==> config.mk <==
export PLATFORM = sky130hd
export DESIGN_NAME = siso_frame_tx
export DESIGN_NICKNAME = d
export VERILOG_FILES = /design/src/rtl/siso_frame_tx_pkg.sv /design/src/rtl/siso_frame_tx_bit_tick_gen.sv /design/src/rtl/siso_frame_tx.sv
export SDC_FILE = /design/constraint.sdc
export NUM_CORES = 1
export LEC_CHECK = 0
export ABC_CLOCK_PERIOD_IN_PS = 2600
export CAP_MARGIN = 20
export CORE_MARGIN = 1
export CORE_UTILIZATION = 25
export CTS_BUF_LIST = sky130_fd_sc_hd__clkbuf_8
export CTS_CLUSTER_SIZE = 10
export DETAILED_ROUTE_END_ITERATION = 10
export GPL_TIMING_DRIVEN = 1
export PLACE_DENSITY = 0.4
export SYNTH_ARGS = -nofsm -noshare
export SYNTH_HDL_FRONTEND = slang
export SYNTH_SLANG_ARGS = --single-unit
==> constraint.sdc <==
create_clock -name clk -period 2.6 [get_ports clk]
set_input_delay 0.65 -clock clk [delete_from_list [all_inputs] [get_ports clk]]
set_output_delay 0.65 -clock clk [all_outputs]
set_load 0.05 [all_outputs]
==> src/rtl/siso_frame_tx_pkg.sv <==
// Shared types and helpers for the serial frame transmitter.
// Optional parity bit is enabled by defining SISO_FRAME_TX_PARITY_EN.
package siso_frame_tx_pkg;

  typedef enum logic [2:0] {
    IDLE,
    START,
    DATA,
    PARITY,
    STOP
  } state_e;

  // Total bits on the line for one frame: start + data + optional parity + stop.
  function automatic int frame_bits(input int data_w, input int stop_bits, input bit parity);
    return 1 + data_w + (parity ? 1 : 0) + stop_bits;
  endfunction

endpackage

==> src/rtl/siso_frame_tx_bit_tick_gen.sv <==
// Bit-period divider: one-cycle tick every BIT_DIV clocks, restartable by clr.
module bit_tick_gen #(
  parameter int BIT_DIV = 1
) (
  input  logic clk,
  input  logic rst,
  input  logic clr,
  output logic tick
);

  localparam int CNT_W = (BIT_DIV > 1) ? $clog2(BIT_DIV) : 1;
  localparam logic [CNT_W-1:0] TERM = CNT_W'(BIT_DIV - 1);

  logic [CNT_W-1:0] cnt_q, cnt_d;

  assign tick = (cnt_q == TERM);

  always_comb begin
    cnt_d = cnt_q + CNT_W'(1);
    if (clr || tick) cnt_d = '0;
  end

  // NOTE: sequential state is updated with non-blocking assignments only, so every
  // flop samples the values from before the edge regardless of block ordering.
  always_ff @(posedge clk or posedge rst) begin
    if (rst) cnt_q <= '0;
    else     cnt_q <= cnt_d;
  end

endmodule

==> src/rtl/siso_frame_tx.sv <==
// Parallel-in serial-out frame transmitter: start, data LSB first, optional even
// parity (SISO_FRAME_TX_PARITY_EN), stop bits. Line idles high.
module siso_frame_tx
  import siso_frame_tx_pkg::*;
#(
  parameter int DATA_W    = 8,
  parameter int BIT_DIV   = 1,
  parameter int STOP_BITS = 1
) (
  input  logic              clk,
  input  logic              rst,
  input  logic [DATA_W-1:0] din,
  input  logic              din_valid,
  output logic              din_ready,
  output logic              so,
  output logic              busy,
  output logic              done
);

  localparam int BIT_W = $clog2(DATA_W + 1);
  localparam logic [BIT_W-1:0] LAST_BIT  = BIT_W'(DATA_W - 1);
  localparam logic             LAST_STOP = 1'(STOP_BITS - 1);

  state_e            state_q, state_d;
  logic [DATA_W-1:0] shreg_q, shreg_d;
  logic [DATA_W-1:0] shreg_sh;
  logic [BIT_W-1:0]  bit_cnt_q, bit_cnt_d;
  logic              stop_cnt_q, stop_cnt_d;
  logic              so_q, so_d;
  logic              done_q, done_d;
  logic              accept;
  logic              tick;
`ifdef SISO_FRAME_TX_PARITY_EN
  logic              par_q, par_d;
`endif

  assign accept   = din_valid && (state_q == IDLE);
  assign shreg_sh = shreg_q >> 1;

  bit_tick_gen #(
    .BIT_DIV (BIT_DIV)
  ) u_tick (
    .clk  (clk),
    .rst  (rst),
    .clr  (accept),
    .tick (tick)
  );

  // so_d is the value the line takes after this edge, so it is chosen per transition.
  always_comb begin
    // NOTE: every signal gets a default first so no path leaves it unassigned,
    // which would otherwise infer a latch.
    state_d    = state_q;
    shreg_d    = shreg_q;
    bit_cnt_d  = bit_cnt_q;
    stop_cnt_d = stop_cnt_q;
    so_d       = so_q;
    done_d     = 1'b0;
`ifdef SISO_FRAME_TX_PARITY_EN
    par_d      = par_q;
`endif
    unique case (state_q)
      IDLE: begin
        so_d = 1'b1;
        if (din_valid) begin
          state_d    = START;
          shreg_d    = din;
          bit_cnt_d  = '0;
          stop_cnt_d = 1'b0;
          so_d       = 1'b0;
`ifdef SISO_FRAME_TX_PARITY_EN
          par_d      = ^din;
`endif
        end
      end
      START: begin
        if (tick) begin
          state_d   = DATA;
          bit_cnt_d = '0;
          so_d      = shreg_q[0];
        end
      end
      DATA: begin
        if (tick) begin
          shreg_d   = shreg_sh;
          bit_cnt_d = bit_cnt_q + BIT_W'(1);
          if (bit_cnt_q == LAST_BIT) begin
`ifdef SISO_FRAME_TX_PARITY_EN
            state_d    = PARITY;
            so_d       = par_q;
`else
            state_d    = STOP;
            stop_cnt_d = 1'b0;
            so_d       = 1'b1;
`endif
          end else begin
            so_d = shreg_sh[0];
          end
        end
      end
      PARITY: begin
        if (tick) begin
          state_d    = STOP;
          stop_cnt_d = 1'b0;
          so_d       = 1'b1;
        end
      end
      STOP: begin
        so_d = 1'b1;
        if (tick) begin
          if (stop_cnt_q == LAST_STOP) begin
            state_d = IDLE;
            done_d  = 1'b1;
          end else begin
            stop_cnt_d = stop_cnt_q + 1'b1;
          end
        end
      end
      default: begin
        state_d = IDLE;
        so_d    = 1'b1;
      end
    endcase
  end

  // Reset forces the line high at once and drops any frame without a done pulse.
  always_ff @(posedge clk or posedge rst) begin
    if (rst) begin
      state_q    <= IDLE;
      shreg_q    <= '0;
      bit_cnt_q  <= '0;
      stop_cnt_q <= 1'b0;
      so_q       <= 1'b1;
      done_q     <= 1'b0;
    end else begin
      state_q    <= state_d;
      shreg_q    <= shreg_d;
      bit_cnt_q  <= bit_cnt_d;
      stop_cnt_q <= stop_cnt_d;
      so_q       <= so_d;
      done_q     <= done_d;
    end
  end

`ifdef SISO_FRAME_TX_PARITY_EN
  always_ff @(posedge clk or posedge rst) begin
    if (rst) par_q <= 1'b0;
    else     par_q <= par_d;
  end
`endif

  assign din_ready = (state_q == IDLE);
  assign busy      = ~din_ready;
  assign so        = so_q;
  assign done      = done_q;

endmodule

==> out/qor.yml <==
outcome:
  status: "finished clean"
timing:
  worst_pin_slew_ns: 0.713
  max-slew-margin-rel: 0.524
  fmax_mhz: 423
  fin_worst_skew_ns: 0.000687
  setup_tns_ns: 0
  finalMaxSlewViolations: 0
  timing_hold_violations_final: 0
  rsz0062_at_grt: "no"
  fin_ws_ns: 0.236
  period_share: 0.909
  min_period_ns: 2.36
  setup_viol: 0
worst_setup_path:
  arrival_ns: 1.71
  critPathKind: "flop to output pin"
  path_cells: "or3_1 > clkdlybuf4s50_1"
  worst-r2r-setup-slack_ns: 0.85
  critPathTopFamily: "buffers and inverters"
  worstSetupEndpointType: "output pin"
  r2r-end: "shreg_q[7]"
  cp-start-kind: "flop"
  r2r_start: "u_tick.cnt_q"
  cp_num_buf_inv: 1
  crit_fanout: 2
  crit_required_ns: 1.95
  reg2reg_depth: 3
  worst_path_largest_cell_delay_ns: 0.71
  crit_slowest_cell: "clkdlybuf4s50_1"
global_routing:
  grt_max_degree: 19
  grt_antenna_before_repair: 0
  overflow: 0
  grt_pass1_vias: 678
  globalRouteTotalUtil: 0.0997
  grt_first_pass_wirelength_um: 3170
logic_synthesis:
  synth-async-reset-ratio: 1.00
  synth-seq-cells: 18
  synth_cells: 83
  synthXorXnorAreaFrac: 0.0183
  ys_seq_area_frac: 0.471
  ys_types: 36
  synth_flop_cell: "dfrtp_1"
  ys_warn_count: 0
  synth_top_family_by_area: "multiplexers"
  synth_area_um2: 960
  synth-adder-area-share: 0.0130
  synth_compound_area_frac: 0.117
  postSynthAreaPerCell_um2: 11.6
  synth_edf_count: 0
  synthSimpleGateAreaFrac: 0.145
  muxShareOfSynthArea: 0.198
  syn_nets: 95
routing:
  wl_um: 1830
  dr_total_vias: 676
  drt.antenna.violating_nets: 0
  met1_length_um: 887
  vias_per_cell: 4.54
  post_drt_wl_per_cell_um: 12.3
  drtIter0Drc: 26
  firstDrtPassIters: 4
  wl_met2_um: 868
  drc: 0
  routed.top_layer: "met3"
  wl_met3_um: 75
pwr:
  seq_power_share: 0.333
  power_frac_clock: 0.168
  switching_power_mw: 0.499
  power_density_nw_per_um2: 1110
  p_comb_frac: 0.499
  internal_power_mw: 0.856
  p_leak_nw: 0.511
  ir_worst_vdd_uv: 355
  p_sw_frac: 0.368
cells_and_area:
  multiInputGateArea_um2: 475
  diodes: 0
  syn2layout_area_growth_pct: 27.6
  drive_gt1_frac: 0.297
  nNetsFinal: 114
  num-fill-cells: 385
  regArea_um2: 452
clock_tree:
  ctsHoldBuffers: 0
  clkLatencyLatePin_ns: 0.25
  cts_sinks: 18
  cts.clk_slew.worst_paths_ns: 0.07
  cts-root-buf: "clkbuf_8"
  clk_path_buf_depth: 2
  cts_inserted_buffers: 3
  cts_htree_levels: 1
  tritoncts: "yes"
  cts_setup_buffers: 0
  cts_resized: 0
placement:
  numPortBuffers: 14
  gp_congestion: 0.715
  place_ws_ns: 0.308
  hpwl_um: 1330
hold_path:
  min_from: "shreg_q[6]"
  whs_path_depth: 1
  min_to: "shreg_q[6]"
  hold_class: "flop to flop"
floorplanning:
  die_width_um: 64.0
  die_h_um: 64.0
  placementRows: 22
  dieArea_um2: 4090
  start_util: 0.262
  ios: 15
  coreArea_um2: 3660
run:
  drv_cap: 0
cell families after synthesis:
family	count (synthesis)
fa+ha+maj	1
mux	17
flops	18
simple gates	23
other cells	1
buf+inv	8
xor+xnor	2
compound gates	13
cells in the final DEF, fill, tap and decap left out, types with 2 or more instances in the layout:
cell type,n
buf_4,5
inv_1,4
a21oi_1,2
dfrtp_1,17
clkbuf_8,4
nor2_1,5
nand3_1,2
a31oi_1,2
nand2b_1,3
nand2_1,4
mux2_2,15
clkdlybuf4s50_1,13
registers in the layout, indices dropped and copies added (netlist names):
name / count
state_q: 3
bit_cnt_q: 4
done: 1
so: 1
u_tick.cnt_q: 1
shreg_q: 8
power by group through the flow:
stage,combinational (mW),sequential (mW),clock (mW)
after global placement,0.680,0.458,0
after floorplan,0.477,0.481,0
after global routing,0.739,0.470,0.251
after CTS,0.684,0.454,0.239
after detailed placement,0.682,0.460,0
final,0.676,0.451,0.227
Yosys cell counts (2+ instances only):
cell type / instances / area, µm²
dfrtp_1: 17 / 425
nor2_1: 5 / 18.8
buf_2: 2 / 10.0
mux2_2: 15 / 169
clkbuf_1: 2 / 7.51
nand2b_1: 3 / 18.8
a21oi_1: 2 / 10.0
a31oi_1: 2 / 12.5
nand2_1: 4 / 15.0
inv_1: 4 / 15.0
nand3_1: 2 / 10.0
metrics by stage:
stage | cells | instance area (µm²) | util | power [mW] | hold slack (ns)
6_report | 149 | 1220 | 0.335 | 1.35 | 0.496
5_1_grt | 149 | 1220 | 0.335 | 1.46 | 0.526
3_3_place_gp | 145 | 1170 | 0.320 | 1.14 | 0.488
4_1_cts | 149 | 1220 | 0.335 | 1.38 | 0.509
3_5_place_dp | 145 | 1170 | 0.320 | 1.14 | 0.492
2_1_floorplan | 83 | 960 | - | 0.959 | 0.452
metal layers:
| metal | vias up | GRT usage |
|---|---|---|
| li1 | 327 | - |
| met1 | 336 | 0.125 |
| met2 | 13 | 0.164 |
| met3 | 0 | 0.0268 |
| met4 | 0 | 0.0341 |
| met5 | - | 0 |
area by class of cell:
class                      count  share of cell area
timing repair buffer          18               0.137
tap                           48              0.0490
multi-input combinational     57               0.388
sequential                    18               0.369
inverter                       4              0.0123
clock buffer                   4              0.0449
worst max-delay path by stage:
| stage | startpoint | to | cells after the start |
|---|---|---|---|
| floorplan | state_q[0] | din_ready | 3 |
| global placement | din_valid | bit_cnt_q[0] | 4 |
| global route | state_q[2] | busy | 2 |
| CTS | state_q[2] | busy | 2 |
| detailed placement | din_valid | bit_cnt_q[0] | 4 |
| finish | state_q[2] | busy | 2 |
No activity file was read; power rests on OpenSTA's default activity.
